## src/rtl/audio_sample_sequencer.sv

```systemverilog
// -----------------------------------------------------------------------------
// audio_sample_sequencer
//
// Moves one stereo sample at a time from the codec read FIFO, through the
// filter datapath (start/done handshake), into the codec write FIFO. One FSM
// owns both codec handshakes and the filter handshake.
//
// Optional feature macro: SEQ_TIMEOUT_EN
//   defined   -> filter watchdog. After TIMEOUT_CYC WAIT cycles without
//                filt_done, the raw sample is bypassed to the codec and the
//                sticky timeout flag is set.
//   undefined -> WAIT holds indefinitely, timeout is tied low and no
//                counter exists.
//
// Parameters
//   DATA_W       sample width per channel
//   TIMEOUT_CYC  watchdog limit in WAIT cycles (SEQ_TIMEOUT_EN only)
//
// Ports
//   CLOCK_50                          in   system clock, rising edge
//   reset                             in   asynchronous active-high reset
//   enable                            in   run request, sampled in IDLE only
//   read_ready                        in   codec read FIFO non-empty
//   readdata_left/right   [DATA_W]    in   codec input samples
//   read                              out  codec pop strobe (CAPTURE)
//   write_ready                       in   codec write FIFO has space
//   writedata_left/right  [DATA_W]    out  samples to codec
//   write                             out  codec push strobe (WRITE)
//   filt_start                        out  filter start pulse (START)
//   filt_in_left/right    [DATA_W]    out  filter operands (sample registers)
//   filt_done                         in   filter result valid pulse
//   filt_out_left/right   [DATA_W]    in   filter results
//   busy                              out  FSM not in IDLE
//   sample_count          [16]        out  samples written, wraps at 16 bits
//   timeout                           out  sticky watchdog flag
// -----------------------------------------------------------------------------
module audio_sample_sequencer #(
  parameter int DATA_W      = 24,
  parameter int TIMEOUT_CYC = 1023
) (
  input  logic              CLOCK_50,
  input  logic              reset,
  input  logic              enable,
  input  logic              read_ready,
  input  logic [DATA_W-1:0] readdata_left,
  input  logic [DATA_W-1:0] readdata_right,
  output logic              read,
  input  logic              write_ready,
  output logic [DATA_W-1:0] writedata_left,
  output logic [DATA_W-1:0] writedata_right,
  output logic              write,
  output logic              filt_start,
  output logic [DATA_W-1:0] filt_in_left,
  output logic [DATA_W-1:0] filt_in_right,
  input  logic              filt_done,
  input  logic [DATA_W-1:0] filt_out_left,
  input  logic [DATA_W-1:0] filt_out_right,
  output logic              busy,
  output logic [15:0]       sample_count,
  output logic              timeout
);

  typedef enum logic [2:0] {
    S_IDLE       = 3'd0,
    S_CAPTURE    = 3'd1,
    S_START      = 3'd2,
    S_WAIT       = 3'd3,
    S_WRITE_WAIT = 3'd4,
    S_WRITE      = 3'd5
  } state_t;

  state_t            state_r;
  state_t            state_next_s;
  logic              capture_in_s;   // latch codec samples this edge
  logic              capture_out_s;  // latch filter results this edge
  logic              bypass_s;       // watchdog expiry: copy raw samples out
  logic              expire_s;
  logic [DATA_W-1:0] in_left_r;
  logic [DATA_W-1:0] in_right_r;
  logic [DATA_W-1:0] out_left_r;
  logic [DATA_W-1:0] out_right_r;
  logic [15:0]       count_r;

`ifdef SEQ_TIMEOUT_EN
  localparam int CNT_W = $clog2(TIMEOUT_CYC + 1);

  logic [CNT_W-1:0] wd_cnt_r;
  logic             timeout_r;

  // The counter holds the number of WAIT cycles already completed, so the
  // TIMEOUT_CYC-th WAIT cycle is the one where it equals TIMEOUT_CYC-1.
  assign expire_s = (state_r == S_WAIT) && (wd_cnt_r == CNT_W'(TIMEOUT_CYC - 1));
  assign timeout  = timeout_r;

  // Watchdog counter: cleared while heading into WAIT, counts WAIT cycles.
  always_ff @(posedge CLOCK_50 or posedge reset) begin
    if (reset) begin
      wd_cnt_r <= '0;
    end else if (state_r == S_START) begin
      wd_cnt_r <= '0;
    end else if (state_r == S_WAIT) begin
      wd_cnt_r <= wd_cnt_r + CNT_W'(1);
    end else begin
      wd_cnt_r <= wd_cnt_r;
    end
  end

  // Sticky timeout flag, set only when the bypass path is taken.
  always_ff @(posedge CLOCK_50 or posedge reset) begin
    if (reset) begin
      timeout_r <= 1'b0;
    end else if (bypass_s) begin
      timeout_r <= 1'b1;
    end else begin
      timeout_r <= timeout_r;
    end
  end
`else
  assign expire_s = 1'b0;
  assign timeout  = 1'b0;
`endif

  // State register.
  always_ff @(posedge CLOCK_50 or posedge reset) begin
    if (reset) begin
      state_r <= S_IDLE;
    end else begin
      state_r <= state_next_s;
    end
  end

  // Next-state and datapath-enable decode.
  always_comb begin
    state_next_s  = state_r;
    capture_in_s  = 1'b0;
    capture_out_s = 1'b0;
    bypass_s      = 1'b0;
    case (state_r)
      S_IDLE: begin
        if (enable && read_ready) begin
          state_next_s = S_CAPTURE;
        end else begin
          state_next_s = S_IDLE;
        end
      end
      S_CAPTURE: begin
        capture_in_s = 1'b1;
        state_next_s = S_START;
      end
      S_START: begin
        // filt_done is deliberately ignored here.
        state_next_s = S_WAIT;
      end
      S_WAIT: begin
        // A real result beats a simultaneous watchdog expiry.
        if (filt_done) begin
          capture_out_s = 1'b1;
          state_next_s  = S_WRITE_WAIT;
        end else if (expire_s) begin
          bypass_s     = 1'b1;
          state_next_s = S_WRITE_WAIT;
        end else begin
          state_next_s = S_WAIT;
        end
      end
      S_WRITE_WAIT: begin
        if (write_ready) begin
          state_next_s = S_WRITE;
        end else begin
          state_next_s = S_WRITE_WAIT;
        end
      end
      S_WRITE: begin
        state_next_s = S_IDLE;
      end
      default: begin
        state_next_s = S_IDLE;
      end
    endcase
  end

  // Sample registers: hold the popped codec pair as filter operands.
  always_ff @(posedge CLOCK_50 or posedge reset) begin
    if (reset) begin
      in_left_r  <= '0;
      in_right_r <= '0;
    end else if (capture_in_s) begin
      in_left_r  <= readdata_left;
      in_right_r <= readdata_right;
    end else begin
      in_left_r  <= in_left_r;
      in_right_r <= in_right_r;
    end
  end

  // Output registers: filtered result, or raw sample on watchdog bypass.
  always_ff @(posedge CLOCK_50 or posedge reset) begin
    if (reset) begin
      out_left_r  <= '0;
      out_right_r <= '0;
    end else if (capture_out_s) begin
      out_left_r  <= filt_out_left;
      out_right_r <= filt_out_right;
    end else if (bypass_s) begin
      out_left_r  <= in_left_r;
      out_right_r <= in_right_r;
    end else begin
      out_left_r  <= out_left_r;
      out_right_r <= out_right_r;
    end
  end

  // Written-sample counter, wraps naturally at 16 bits.
  always_ff @(posedge CLOCK_50 or posedge reset) begin
    if (reset) begin
      count_r <= 16'd0;
    end else if (state_r == S_WRITE) begin
      count_r <= count_r + 16'd1;
    end else begin
      count_r <= count_r;
    end
  end

  // Moore outputs decoded from the registered state only.
  assign read            = (state_r == S_CAPTURE);
  assign filt_start      = (state_r == S_START);
  assign write           = (state_r == S_WRITE);
  assign busy            = (state_r != S_IDLE);
  assign filt_in_left    = in_left_r;
  assign filt_in_right   = in_right_r;
  assign writedata_left  = out_left_r;
  assign writedata_right = out_right_r;
  assign sample_count    = count_r;

endmodule

```

## config.mk

```make
export PLATFORM = sky130hd
export DESIGN_NAME = audio_sample_sequencer
export DESIGN_NICKNAME = d
export VERILOG_FILES = /design/src/rtl/audio_sample_sequencer.sv
export SDC_FILE = /design/constraint.sdc
export NUM_CORES = 1
export LEC_CHECK = 0
export ABC_CLOCK_PERIOD_IN_PS = 4100
export CAP_MARGIN = 20
export CORE_MARGIN = 1
export CORE_UTILIZATION = 37
export DETAILED_ROUTE_END_ITERATION = 7
export GPL_ROUTABILITY_DRIVEN = 0
export GPL_TIMING_DRIVEN = 0
export MAX_ROUTING_LAYER = met4
export PLACE_DENSITY = 0.79
export RECOVER_POWER = 25
export SLEW_MARGIN = 20
export SYNTH_ARGS = -nofsm -noshare
export SYNTH_HDL_FRONTEND = slang
export SYNTH_SLANG_ARGS = --single-unit
```

## constraint.sdc

```tcl
create_clock -name CLOCK_50 -period 4.1 [get_ports CLOCK_50]
set_input_delay 0.82 -clock CLOCK_50 [delete_from_list [all_inputs] [get_ports CLOCK_50]]
set_output_delay 0.82 -clock CLOCK_50 [all_outputs]
set_load 0.01 [all_outputs]
```

---- Word level (Yosys, flattened, before mapping) ----
Cells that the tools add are included.
word-level totals
  flip-flop bits (word level) ............. 115
  input port bits ......................... 102
  output and inout bits ................... 117
  word-level logic and storage cells ...... 24
cells by class
  $add $sub $neg .......................... 1
  equality and inequality tests ........... 5
  mux-type cells .......................... 9
  reductions and logical operators ........ 3
operators by type and width
  cell                     count
  $mux W24                 2
  $add A16 B1 Y16 const B  1
  $pmux W3 S5              1
  $eq A3 B2 Y1 const B     2
  $eq A3 B3 Y1 const B     2
  $mux W1                  5
  $eq A3 B1 Y1 const B     1
  $logic_not A3 Y1         1
  $mux W3                  1
  $reduce_bool A3 Y1       1
  $logic_and A1 B1 Y1      1

---- Longest topological paths before layout ----
  depth in word-level cells ............... 3
  depth in mapped cells ................... 5

---- Worst setup path before layout ----
OpenSTA, ideal clock, no wires.
  kind .................................... register to output
  start ................................... register state_r[2]
  end ..................................... output read
  arrival time ............................ 1.075 ns
  data required time ...................... 3.280 ns
  slack ................................... 2.205 ns
  stages on the path, launching flop included .. 5
  path through ............................ dfrtp_1 buf_2 nor3b_2 buf_4 buf_4
between the ends
  word-level cells in the longest chain between the ends .. 1
ends and longest elaborated chain
  item                    RTL line  RTL
  from (decl)             72        state_t state_r;
  from (signal assigned)  128       state_r <= state_next_s;
  $eq A3 B1 Y1            225       assign read = (state_r == S_CAPTURE);
  to (decl)               47        output logic read,
No other way between the ends.

---- Worst setup path after layout ----
Ends and elaborated chain as after synthesis.

==> insert_results.sql <==
INSERT INTO impl_metrics (metric_group, metric, value, unit) VALUES
('outcome', 'status', 'finished, violations left', ''),
('outcome', 'violations', 'DRC, capacitance limit, slew limit', ''),
('timing', 'rsz0062_at_grt', 'no', ''),
('die', 'floorplan.die.width', '111.7', 'um'),
('die', 'pin_count', '219', ''),
('cells_and_area', 'areaGrowthSynthToFinish', '66.03', '%'),
('routing', 'finalWirelength', '10540', 'um'),
('place', 'placed_cells', '643', ''),
('cells_and_area', 'num-nets-final', '622', ''),
('worst_hold_path', 'holdPathStages', '1', ''),
('setup_path', 'crit-reg2reg-launch', 'state_r[2]$_DFF_PP0_', ''),
('logic_synthesis', 'synth_area_leader_cell', 'dfrtp_1', ''),
('clocking', 'cts_setup_buffers', '0', ''),
('die', 'core_area', '11560', 'um2'),
('cells_and_area', 'final-seq-area', '2878', 'um2'),
('cells_and_area', 'n_antenna_cell', '0', ''),
('global_route', 'grt_start_max_net_pins', '70', ''),
('routing', 'drc_errors', '12', ''),
('clocking', 'tritoncts.num_buffers', '17', ''),
('setup_path', 'cp_common_cell', 'buf_4', ''),
('clocking', 'cts-htree-levels', '4', ''),
('setup_path', 'critical_path.n_buffers_inverters', '4', ''),
('timing', 'skew', '0.006613', 'ns'),
('setup_path', 'worst_setup_path_startpoint', 'state_r[2]$_DFF_PP0_', ''),
('logic_synthesis', 'synth_area_per_cell', '15.79', 'um2'),
('die', 'placement_rows', '39', ''),
('setup_path', 'endpoint_kind', 'output pin', ''),
('logic_synthesis', 'synth_cells', '282', ''),
('global_route', 'globalRoute.totalOverflow', '0', ''),
('place', 'hpwlAfterDp', '7872', 'um'),
('logic_synthesis', 'syn_nets', '385', ''),
('routing', 'detailedRoute.firstPassIterationCount', '6', ''),
('pwr', 'cellPowerDensity', '782.7', 'nW/um2'),
('run', 'timing.max_cap.violations', '1', ''),
('routing', 'route.vias.total', '3191', ''),
('setup_path', 'timing.critical_path.max_delay_family', 'buffers and inverters', ''),
('setup_path', 'timing_worst_setup_path_type', 'reg -> out', ''),
('logic_synthesis', 'synth_top_area_share', '64.62', '%'),
('timing', 'max_slew.worst_pin.slew', '2.122', 'ns'),
('global_route', 'grt_first_pass_wirelength', '17390', 'um'),
('timing', 'drv_slew', '47', ''),
('setup_path', 'crit_path_top_delay_cell', 'clkdlybuf4s50_1', ''),
('global_route', 'grt_pass1_vias', '3488', ''),
('global_route', 'antenna_violations_before_repair', '0', ''),
('logic_synthesis', 'synthesis.yosys.warnings', '0', ''),
('worst_hold_path', 'min-delay-path-class', 'reg -> reg', ''),
('setup_path', 'cp_cell_sequence', 'buf_2 -> nor3b_1 -> buf_4 -> buf_4 -> clkdlybuf4s50_1', ''),
('clocking', 'worstSkewPairLatency', '0.40', 'ns'),
('pwr', 'power.static_leakage', '3.149', 'nW'),
('timing', 'timing.final.hold_violations', '0', ''),
('clocking', 'worst_setup_hold_path_clk_slew', '0.05', 'ns'),
('place', 'buffer_ports.inserted', '217', ''),
('routing', 'drtAntennaViolNets', '0', ''),
('setup_path', 'r2r_cells', '5', ''),
('place', 'post_dp_cell_area', '6837', 'um2'),
('routing', 'wl_per_cell', '15.67', 'um'),
('cells_and_area', 'layout.filler_cells', '906', ''),
('setup_path', 'crit_path_max_incr_delay', '0.55', 'ns'),
('die', 'die_height', '111.7', 'um'),
('cells_and_area', 'final_non_filler_cell_area', '7393', 'um2'),
('routing', 'drtIter0Drc', '156', ''),
('routing', 'post_drt_via_cell_ratio', '4.741', ''),
('clocking', 'cts.hold.buffers_added', '0', ''),
('cells_and_area', 'multiInputGateArea', '1470', 'um2'),
('setup_path', 'critical_path.endpoint', 'read', ''),
('clocking', 'tritoncts_num_sinks', '115', ''),
('clocking', 'cts_tree', 'yes', ''),
('pwr', 'worst_ir_drop_vdd', '0.4074', 'mV'),
('clocking', 'ctsLongestPathBuffers', '2', ''),
('timing', 'relSlewSlack', '-42.23', '%'),
('cells_and_area', 'drive_above_1_share', '25.85', '%');
-- how the worst min path moves through the flow --
stage | from | to | slack, ns
floorplan | sample_count[15]$_DFFE_PP0P_ | sample_count[15]$_DFFE_PP0P_ | 0.51
global placement | sample_count[15]$_DFFE_PP0P_ | sample_count[15]$_DFFE_PP0P_ | 0.46
detailed placement | sample_count[15]$_DFFE_PP0P_ | sample_count[15]$_DFFE_PP0P_ | 0.49
CTS | sample_count[15]$_DFFE_PP0P_ | sample_count[15]$_DFFE_PP0P_ | 0.50
global route | sample_count[15]$_DFFE_PP0P_ | sample_count[15]$_DFFE_PP0P_ | 0.50
finish | sample_count[15]$_DFFE_PP0P_ | sample_count[15]$_DFFE_PP0P_ | 0.49
-- layout by cell type, fill, tap and decap left out, types with 2 or more instances in the layout --
cell type,n
and4_1,2
nand4_1,4
buf_6,2
bufinv_16,2
and3_1,2
buf_2,7
clkinv_2,3
inv_1,2
buf_4,3
clkbuf_8,4
nand3_1,3
dlygate4sd3_1,3
mux2_2,88
dfrtp_1,115
nand2_1,9
clkbuf_1,5
nor3_1,3
xor2_1,4
nor3b_1,2
xnor2_1,11
a21oi_1,2
clkbuf_16,17
mux2_4,8
clkdlybuf4s50_1,214
nor2_1,4
-- flip-flops by register name, indices dropped and copies added, names as in the netlist --
name	count
filt_in_right	24
filt_in_left	24
writedata_right	24
sample_count	16
writedata_left	24
state_r	3
-- worst register-to-register path: cells and delay by family (launching register included) --
kind          cells  cell delay [ns]
simple gates      1             0.48
buf+inv           3             0.66
mux               1             0.35
flops             1             0.35
-- stage by stage --
| stage | power [mW] | hold WS, ns | TNS [ns] | setup WS (ns) |
|---|---|---|---|---|
| floorplan | 3.060 | 0.5075 | 0 | 0.2359 |
| global placement | 4.334 | 0.4604 | -150.80 | -1.316 |
| detailed placement | 4.421 | 0.4889 | 0 | 1.397 |
| CTS | 5.874 | 0.4965 | 0 | 0.9526 |
| global route | 6.091 | 0.5034 | 0 | 0.6628 |
| finish | 5.787 | 0.4860 | 0 | 0.8408 |
-- final cells by class --
class	count	share of cell area (%)
Sequential cell	115	38.92
Timing Repair Buffer	218	29.75
Multi-Input combinational cell	151	19.88
Clock buffer	25	6.702
Tap cell	143	2.420
Buffer	13	1.134
Clock inverter	5	1.015
Inverter	3	0.1692
-- synth_stat cells --
cell and n:
dfrtp_1 115, mux2_2 88, xnor2_1 11, nand2_1 9
mux2_4 8, buf_2 7, nand4_1 4, nor2_1 4
xor2_1 4, buf_4 3, inv_1 3, nand3_1 3
a21oi_1 2, and3_1 2, and4_1 2, buf_6 2
nor3_1 2, and3b_1 1, clkbuf_1 1, conb_1 1
ha_1 1, mux2_1 1, nand2b_1 1, nand4b_1 1
nor3_2 1, nor3b_1 1, nor3b_2 1, o21ai_0 1
or2_2 1, or3_1 1
-- logic make-up (layout without fill, tap and decap cells) --
logic type / count (synthesis) / count (layout) / share of synthesized area [%]
multiplexers: 97 / 97 / 25.20
other: 1 / 1 / 0.08421
AND/OR/NAND/NOR: 34 / 34 / 4.383
flip-flops: 115 / 115 / 64.62
adder cells (fa/ha/maj): 1 / 1 / 0.2809
AO/OA/AOI/OAI: 3 / 3 / 0.3371
buffers and inverters: 16 / 264 / 2.135
XOR/XNOR: 15 / 15 / 2.950
-- where the power goes --
group	internal, mW	switching (mW)
logic	1.56	0.867
registers	1.66	0.281
clock network	0.947	0.467
total	4.17	1.61
-- routing by layer --
| metal | part of all wire [%] | up-vias | track usage, % | wire (um) |
|---|---|---|---|---|
| li1 | - | 1452 | - | - |
| met1 | 40 | 1583 | 21.63 | 4200 |
| met2 | 51 | 136 | 29.98 | 5351 |
| met3 | 7.0 | 20 | 5.498 | 736 |
| met4 | 2.4 | 0 | 9.550 | 255 |
| met5 | 0 | - | - | 0 |
(Power assumes the default switching activity.)
